==> src/rtl/cpu_run_controller.sv <==
// Run/reset sequencer for the pipelined RISC-V core: holds CPU reset, counts cycles and
// retires, and ends the run on halt or timeout. Define RUN_CTRL_WATCHDOG_EN for the no-retire watchdog.
module cpu_run_controller #(
  parameter int RESET_CYCLES    = 2,
  parameter int MAX_CYCLES      = 15,
  parameter int CNT_W           = 32,
  parameter int CODE_W          = 32,
  parameter int WATCHDOG_CYCLES = 64
) (
  input  logic              clk,
  input  logic              rst,
  input  logic              restart,
  input  logic              retire_valid,
  input  logic              halt_valid,
  input  logic [CODE_W-1:0] halt_code,
  output logic              cpu_rst_n,
  output logic              run_active,
  output logic              done,
  output logic              pass,
  output logic [1:0]        fail_cause,
  output logic [CODE_W-1:0] exit_code,
  output logic [CNT_W-1:0]  cycle_count,
  output logic [CNT_W-1:0]  instret_count,
  output logic [1:0]        fsm_state
);

  localparam int HOLD_W = (RESET_CYCLES > 1) ? $clog2(RESET_CYCLES) : 1;

  localparam logic [1:0] CAUSE_NONE     = 2'd0;
  localparam logic [1:0] CAUSE_HALT     = 2'd1;
  localparam logic [1:0] CAUSE_TIMEOUT  = 2'd2;
  localparam logic [1:0] CAUSE_WATCHDOG = 2'd3;

  typedef enum logic [1:0] {
    S_RESET_HOLD = 2'd0,
    S_RUN        = 2'd1,
    S_DONE_PASS  = 2'd2,
    S_DONE_FAIL  = 2'd3
  } state_t;

  if (RESET_CYCLES < 1) begin : g_bad_reset_cycles
    $error("RESET_CYCLES must be >= 1");
  end
  if (MAX_CYCLES < 1) begin : g_bad_max_cycles
    $error("MAX_CYCLES must be >= 1");
  end
  if (WATCHDOG_CYCLES < 1) begin : g_bad_watchdog_cycles
    $error("WATCHDOG_CYCLES must be >= 1");
  end

  state_t              state, state_n;
  logic [HOLD_W-1:0]   hold_cnt, hold_n;
  logic                cpu_rst_n_n, run_n, done_n, pass_n;
  logic [1:0]          cause_n;
  logic [CODE_W-1:0]   exit_n;
  logic [CNT_W-1:0]    cyc_n, inst_n;
  logic                wd_hit;

`ifdef RUN_CTRL_WATCHDOG_EN
  localparam int WD_W = $clog2(WATCHDOG_CYCLES + 1);
  logic [WD_W-1:0] idle_cnt, idle_n;

  // Hit is flagged on the cycle whose idle count would reach WATCHDOG_CYCLES.
  assign wd_hit = (state == S_RUN) && !retire_valid &&
                  (idle_cnt == WD_W'(WATCHDOG_CYCLES - 1));

  always_comb begin
    idle_n = idle_cnt;
    if (restart || (state != S_RUN) || retire_valid) idle_n = '0;
    else                                             idle_n = idle_cnt + 1'b1;
  end

  always_ff @(posedge clk or posedge rst) begin
    if (rst) idle_cnt <= '0;
    else     idle_cnt <= idle_n;
  end
`else
  assign wd_hit = 1'b0;
`endif

  always_comb begin
    state_n     = state;
    hold_n      = hold_cnt;
    cpu_rst_n_n = cpu_rst_n;
    run_n       = run_active;
    done_n      = done;
    pass_n      = pass;
    cause_n     = fail_cause;
    exit_n      = exit_code;
    cyc_n       = cycle_count;
    inst_n      = instret_count;
    if (restart) begin
      state_n     = S_RESET_HOLD;
      hold_n      = '0;
      cpu_rst_n_n = 1'b0;
      run_n       = 1'b0;
      done_n      = 1'b0;
      pass_n      = 1'b0;
      cause_n     = CAUSE_NONE;
      exit_n      = '0;
      cyc_n       = '0;
      inst_n      = '0;
    end else begin
      case (state)
        S_RESET_HOLD: begin
          if (hold_cnt == HOLD_W'(RESET_CYCLES - 1)) begin
            state_n     = S_RUN;
            hold_n      = '0;
            cpu_rst_n_n = 1'b1;
            run_n       = 1'b1;
          end else begin
            hold_n = hold_cnt + 1'b1;
          end
        end
        S_RUN: begin
          // Retires are counted on every RUN cycle, including the one that ends the run.
          if (retire_valid && (instret_count != {CNT_W{1'b1}}))
            inst_n = instret_count + 1'b1;
          if (halt_valid) begin
            exit_n = halt_code;
            run_n  = 1'b0;
            done_n = 1'b1;
            if (halt_code == '0) begin
              state_n = S_DONE_PASS;
              pass_n  = 1'b1;
            end else begin
              state_n = S_DONE_FAIL;
              cause_n = CAUSE_HALT;
            end
          end else if (wd_hit) begin
            state_n = S_DONE_FAIL;
            run_n   = 1'b0;
            done_n  = 1'b1;
            cause_n = CAUSE_WATCHDOG;
          end else if (cycle_count == CNT_W'(MAX_CYCLES - 1)) begin
            state_n = S_DONE_FAIL;
            run_n   = 1'b0;
            done_n  = 1'b1;
            cause_n = CAUSE_TIMEOUT;
          end else begin
            cyc_n = cycle_count + 1'b1;
          end
        end
        default: ;
      endcase
    end
  end

  always_ff @(posedge clk or posedge rst) begin
    if (rst) begin
      state         <= S_RESET_HOLD;
      hold_cnt      <= '0;
      cpu_rst_n     <= 1'b0;
      run_active    <= 1'b0;
      done          <= 1'b0;
      pass          <= 1'b0;
      fail_cause    <= CAUSE_NONE;
      exit_code     <= '0;
      cycle_count   <= '0;
      instret_count <= '0;
    end else begin
      state         <= state_n;
      hold_cnt      <= hold_n;
      cpu_rst_n     <= cpu_rst_n_n;
      run_active    <= run_n;
      done          <= done_n;
      pass          <= pass_n;
      fail_cause    <= cause_n;
      exit_code     <= exit_n;
      cycle_count   <= cyc_n;
      instret_count <= inst_n;
    end
  end

  assign fsm_state = state;

endmodule

==> config.mk <==
export PLATFORM = sky130hd
export DESIGN_NAME = cpu_run_controller
export DESIGN_NICKNAME = d
export VERILOG_FILES = /design/src/rtl/cpu_run_controller.sv
export SDC_FILE = /design/constraint.sdc
export NUM_CORES = 1
export LEC_CHECK = 0
export ABC_AREA = 1
export ABC_CLOCK_PERIOD_IN_PS = 4150
export CAP_MARGIN = 20
export CORE_UTILIZATION = 45
export DETAILED_ROUTE_END_ITERATION = 16
export GPL_TIMING_DRIVEN = 0
export HOLD_SLACK_MARGIN = 0.03
export PLACE_DENSITY = 0.74
export SLEW_MARGIN = 40
export SYNTH_ARGS = -nofsm -noshare
export SYNTH_HDL_FRONTEND = slang
export SYNTH_SLANG_ARGS = --single-unit
==> constraint.sdc <==
create_clock -name clk -period 4.15 [get_ports clk]
set_clock_uncertainty 0.2 [all_clocks]
set_input_delay 0.415 -clock clk [delete_from_list [all_inputs] [get_ports clk]]
set_output_delay 0.415 -clock clk [all_outputs]
set_load 0.05 [all_outputs]
======== After elaboration in Yosys (flattened, before gate mapping) ========
Index checks and enable logic that the tools add are counted.
cells by class
  add/subtract/negate cells ............... 3
  equal/unequal tests ..................... 8
  muxes and demuxes ....................... 39
  reductions and logical operators ........ 19
operators with widths
  operator               count
  $mux 32                10
  $add 32x1->32 const B  2
  $eq 32x4->1 const B    1
  $logic_not 32->1       1
  $ne 32x32->1 const B   1
  $mux 1                 18
  $mux 2                 9
  $reduce_and 3->1       4
  $reduce_bool 2->1      6
  $reduce_and 2->1       4
  $ne 3x3->1 const B     2
  $reduce_bool 3->1      2
  $ne 2x2->1 const B     2
  $ne 4x4->1 const B     1
  $pmux 2 s2             1
  $eq 2x1->1 const B     1
  $logic_not 2->1        1
  $pmux 1 s2             1
  $add 1x1->1 const B    1
  $logic_and 1x1->1      1
word-level totals
  register bits ........................... 105
  input bits .............................. 37
  output and inout bits ................... 104
  word-level logic and storage cells ...... 79

======== Depth between registers and ports, before layout ========
  word-level depth ........................ 5
  gate-level depth with buffers ........... 11
  depth with buffers taken out ............ 11

======== Least setup slack after synthesis ========
Ideal clock, no wire load.
  path kind ............................... flip-flop to flip-flop
  from .................................... register instret_count[0]
  to ...................................... register instret_count[18]
  setup time .............................. 132 ps
  arrival ................................. 1,882 ps
  required time ........................... 3,818 ps
  path slack .............................. 1,936 ps
  cell stages (with the launch flop) ...... 12
  path buffers ............................ 1
  clock period less this slack ............ 2,214 ps
  cell sequence ........................... dfrtp_1 ha_1 nand2_1 nor2_1 nand2_2 nor2_4 nand2_2 buf_2 nand3_1 nand2_1 nand2_1 nor2_1
on the way
  word-level cells in the longest chain between the ends .. 4
  elaborated cells on any way between the ends .. 8
  those cells by class .................... add/sub: 1; eq/ne: 1; mux: 3; reduce/logical: 3
ends and longest elaborated chain
  what                                           RTL line  RTL
  start: declaration                             23        output logic [CNT_W-1:0] instret_count,
  start signal: assignment                       171       instret_count <= inst_n;
  $add 32x1->32 or $ne 32x32->1 (tied branches)  118, 117
  $mux 32 or $logic_and 1x1->1 (tied branches)   117       if (retire_valid && (instret_count != {CNT_W{1'b1}}))
  $mux 32 or $reduce_bool 2->1 (tied branches)   n/a
  $mux 32 or $reduce_and 2->1 (tied branches)    n/a
Several ways; a longest one is shown, not always the timed one. The select of a mux whose other input is x is not followed.
A chain may end at the register's enable or synchronous reset.

======== Final worst setup path ========
  from .................................... register instret_count[28]
  to ...................................... output instret_count[28]
No word-level cell between the ends.

==> impl_results.md <==
* Lkg Pwr at 3.869 nW
* Sw Ratio at 0.3119
* Final core area utilization at 0.6022
* Sequential share of the synthesized area at 0.4021
* Sum of overflow across all layers after global routing at 0
* Maximum number of pins on one net before global-route repair at 54
* Area occupied by registers at 0.002628 mm^2
* Largest stage delay on the critical path at 0.86 ns
* Cells along the critical path: clkdlybuf4s50_1
* Unique cell type count in the Yosys netlist at 28
* Number of global-route vias before repair at 6244
* Overall routed net length at 19590 um
* Num Clock Sinks at 105
* Req. time, crit path at 3.53 ns
* Buffers inserted by post-CTS timing repair at 0
* Port-buffer cells at 140
* Cts hold-fix bufs at 0
* Share of the synthesized area in the top cell type at 0.4021
* Fillcell total at 1328
* Total clock buffers created by CTS at 9
* CP bufs+invs at 1
* Root buffer selected by CTS: sky130_fd_sc_hd__clkbuf_16
* Number of flops mapped to enable cells by yosys at 0
* Number of synthesized register bits at 105
* ANT cells at 0
* Count of cell instances traversed by the critical path at 1
* Async S/R FF share, synth at 1.000
* Initial antenna violation count at 0
* Most frequent cell after synthesis: sky130_fd_sc_hd__nand2_1
* Post-synth top area cell: sky130_fd_sc_hd__dfrtp_1
* Width of the die at 122.5 um
* Final Setup Violations at 0
* Power density normalized to cell area at 274.9 mW/mm^2
* Most frequent cells after synthesis: 328 x sky130_fd_sc_hd__nand2_1, 217 x sky130_fd_sc_hd__nor2_1, 105 x sky130_fd_sc_hd__dfrtp_1
* Reported net switching power at 0.0007248 W
* Maximum ir drop on the vdd rail at 0.2746 mV
* Share of power burned in registers at 0.466
* Place WS at 1.651 ns
* Routed wire length per instance at 14.55 um
* CTS Buffer Depth at 2
* Gate Count Post-Synth at 1010
* Hold/Removal Path Class: in2async
* Post-detail-place hpwl at 14740 um
* Drt first pass iters at 5
* Routed vias/inst at 5.191
* Avg Inst Size Synth at 6.469 um^2
* Int Pwr at 0.001599 W
* Relative contribution of combinational cells to total power at 0.189
* Number of DRC violations after detailed routing at 0
* Die height at 122.5 um
* Uppermost routed layer: met4
* Worst-path clk slew at 0.08 ns
* Element type at the critical path start: flop
* Effective utilization at floorplan at 0.4653
* RePlAce Congestion at 0.9519
* Area of the core at 0.01404 mm^2
* Timing-limited maximum frequency at 424.3 MHz
* Number of endpoints with negative hold slack in the final report at 0
* Floorplan die area at 0.01501 mm^2
* Clock group share of total power at 0.345
* Nets@finish at 1202
* Primary FF master, synth: sky130_fd_sc_hd__dfrtp_1
* Clock network latency to the later pin of the worst-skew pair at 0.36 ns
* Worst path arrival time at 1.74 ns
* PostCTS Resize Cnt at 0
* Final-report max-slew violation count at 0
* Met1 wire length at 8838 um
* Violation count after the first detailed-routing iteration at 477
* Total met3 wirelength after detailed routing at 1456 um
* RSZ-0062 raised after global routing: no
* Fraction of layout instances using a drive strength above 1 at 0.04202
* Final period utilization at 0.5679
* Worst-case reg-to-reg path depth at 11
* Element type at the critical path end: output pin
* Total length of routed met2 wires at 8955 um
* # Max-Cap Violations at 0
* Largest cells by area after synthesis: sky130_fd_sc_hd__dfrtp_1 40%, sky130_fd_sc_hd__nand2_1 19%, sky130_fd_sc_hd__nor2_1 12%, sky130_fd_sc_hd__inv_1 6.0%, sky130_fd_sc_hd__nand3_1 5.4%
* Worst-path fanout max at 8
* Library cell contributing the largest single delay on the critical path: sky130_fd_sc_hd__clkdlybuf4s50_1
* Count of vias placed by the detailed router at 6987
* First-pass GRT wire length at 31970 um
* Synth Cell Area at 0.006534 mm^2
* H-Tree Depth at 3
* Post-route minimum period at 2.357 ns
* Worst-Margin Slew at 0.6459 ns
* Global-route usage over all layers at 0.2751
* Area grow syn2layout at 29.41%
* Cell Rows at 43
* Top cell family by delay on the critical path: buffers and inverters
* Outcome: completed
* Syn_nets at 1050
* Antenna viol nets, final at 0
* Clock tree from TritonCTS: yes
* Class of the most critical setup path: reg2out
* YS warnings at 0
* IO Count at 141
* Worst Slack Setup Final at 1.793 ns
* Area used by multi-input combinational logic at 0.003352 mm^2
* Worst rel slew slack at 0.5678
cell type report:
| type | count | share of cell area |
|---|---|---|
| buffer | 28 | 0.01716 |
| clock buffer | 10 | 0.02708 |
| clock inverter | 5 | 0.003699 |
| inverter | 109 | 0.04927 |
| multi-input combinational | 768 | 0.3964 |
| sequential | 105 | 0.3107 |
| tap | 180 | 0.02664 |
| timing repair buffer | 141 | 0.1690 |
stage by stage:
stage	TNS, ns	total power [W]	std cells	cell area, um^2	hold WS [ns]
after detailed placement	0	0.001541	1331	8195	0.2648
final	0	0.002324	1346	8456	0.2570
after global routing	0	0.002418	1346	8456	0.3031
after floorplan	0	0.001363	1010	6534	0.3041
after CTS	0	0.002339	1346	8456	0.2809
after global placement	-96.42	0.001534	1330	8160	0.2659
final timing paths:
| check | start | to | slack, ns |
|---|---|---|---|
| max reg2reg | cycle_count[0]$_DFFE_PP0P_ | cycle_count[17]$_DFFE_PP0P_ | 1.96 |
| min reg2reg | fail_cause[1]$_DFFE_PP0P_ | fail_cause[1]$_DFFE_PP0P_ | 0.29 |
| max | instret_count[28]$_DFFE_PP0P_ | instret_count[28] | 1.79 |
| min in group clk | fail_cause[1]$_DFFE_PP0P_ | fail_cause[1]$_DFFE_PP0P_ | 0.29 |
| max in group asynchronous | rst | cycle_count[1]$_DFFE_PP0P_ | 2.90 |
| min | rst | exit_code[21]$_DFFE_PP0P_ | 0.26 |
logic make-up (layout without fill, tap and decap cells):
logic type | Yosys count | after routing | synth area share
AO/OA/AOI/OAI | 59 | 59 | 0.04749
XOR/XNOR | 10 | 10 | 0.01341
adder cells (fa/ha/maj) | 3 | 3 | 0.005746
buffers and inverters | 137 | 293 | 0.08483
flip-flops | 105 | 105 | 0.4021
multiplexers | 1 | 1 | 0.001532
AND/OR/NAND/NOR | 695 | 695 | 0.4448
registers in the layout, indices dropped and copies added, names as in the netlist:
signal         cells
fail_cause         2
hold_cnt           1
pass               1
fsm_state          2
cycle_count       32
instret_count     32
run_active         1
cpu_rst_n          1
exit_code         32
done               1
power by group through the flow:
stage                     Sequential, W  Combinational, W  Clock, W
after floorplan                 0.00122          0.000143         0
final                           0.00108          0.000439  0.000803
after global placement          0.00110          0.000432         0
after detailed placement        0.00110          0.000440         0
after global routing            0.00109          0.000471  0.000860
after CTS                       0.00108          0.000441  0.000816
per-layer routing:
layer  global-route usage  vias to the layer above
met1               0.3821                     3245
met5                    0                        -
met2               0.4329                      245
li1                     -                     3475
met3              0.05297                       22
met4              0.08308                        0
layout by cell type, fill, tap and decap left out, types with 3 or more instances in the layout:
cell type / instances
sky130_fd_sc_hd__a21oi_1: 6
sky130_fd_sc_hd__nor2_1: 217
sky130_fd_sc_hd__nand2_1: 328
sky130_fd_sc_hd__xor2_1: 9
sky130_fd_sc_hd__o21ai_0: 41
sky130_fd_sc_hd__clkdlybuf4s50_1: 140
sky130_fd_sc_hd__nand2_2: 5
sky130_fd_sc_hd__buf_6: 4
sky130_fd_sc_hd__nor3_1: 18
sky130_fd_sc_hd__nand4_1: 39
sky130_fd_sc_hd__clkinv_1: 3
sky130_fd_sc_hd__o21ai_1: 7
sky130_fd_sc_hd__dfrtp_1: 105
sky130_fd_sc_hd__nor2_2: 4
sky130_fd_sc_hd__ha_1: 3
sky130_fd_sc_hd__clkbuf_16: 9
sky130_fd_sc_hd__o21bai_1: 4
sky130_fd_sc_hd__nor2_4: 4
sky130_fd_sc_hd__clkinv_2: 3
sky130_fd_sc_hd__and2_1: 3
sky130_fd_sc_hd__clkbuf_1: 16
sky130_fd_sc_hd__or2_2: 5
sky130_fd_sc_hd__nand3_1: 71
sky130_fd_sc_hd__buf_2: 8
sky130_fd_sc_hd__inv_1: 103
worst register-to-register path, cell delays in order (launching register included):
cell and delay, ns:
sky130_fd_sc_hd__dfrtp_1 0.42, sky130_fd_sc_hd__inv_1 0.10, sky130_fd_sc_hd__ha_1 0.25, sky130_fd_sc_hd__nand2_1 0.08, sky130_fd_sc_hd__nor2_1 0.10, sky130_fd_sc_hd__nand2_1 0.06
sky130_fd_sc_hd__nor2_1 0.18, sky130_fd_sc_hd__nand2_1 0.13, sky130_fd_sc_hd__nand3_1 0.23, sky130_fd_sc_hd__inv_1 0.16, sky130_fd_sc_hd__nand2_1 0.12, sky130_fd_sc_hd__nand2_1 0.06
Note: power is estimated with default switching activity, not from simulation.
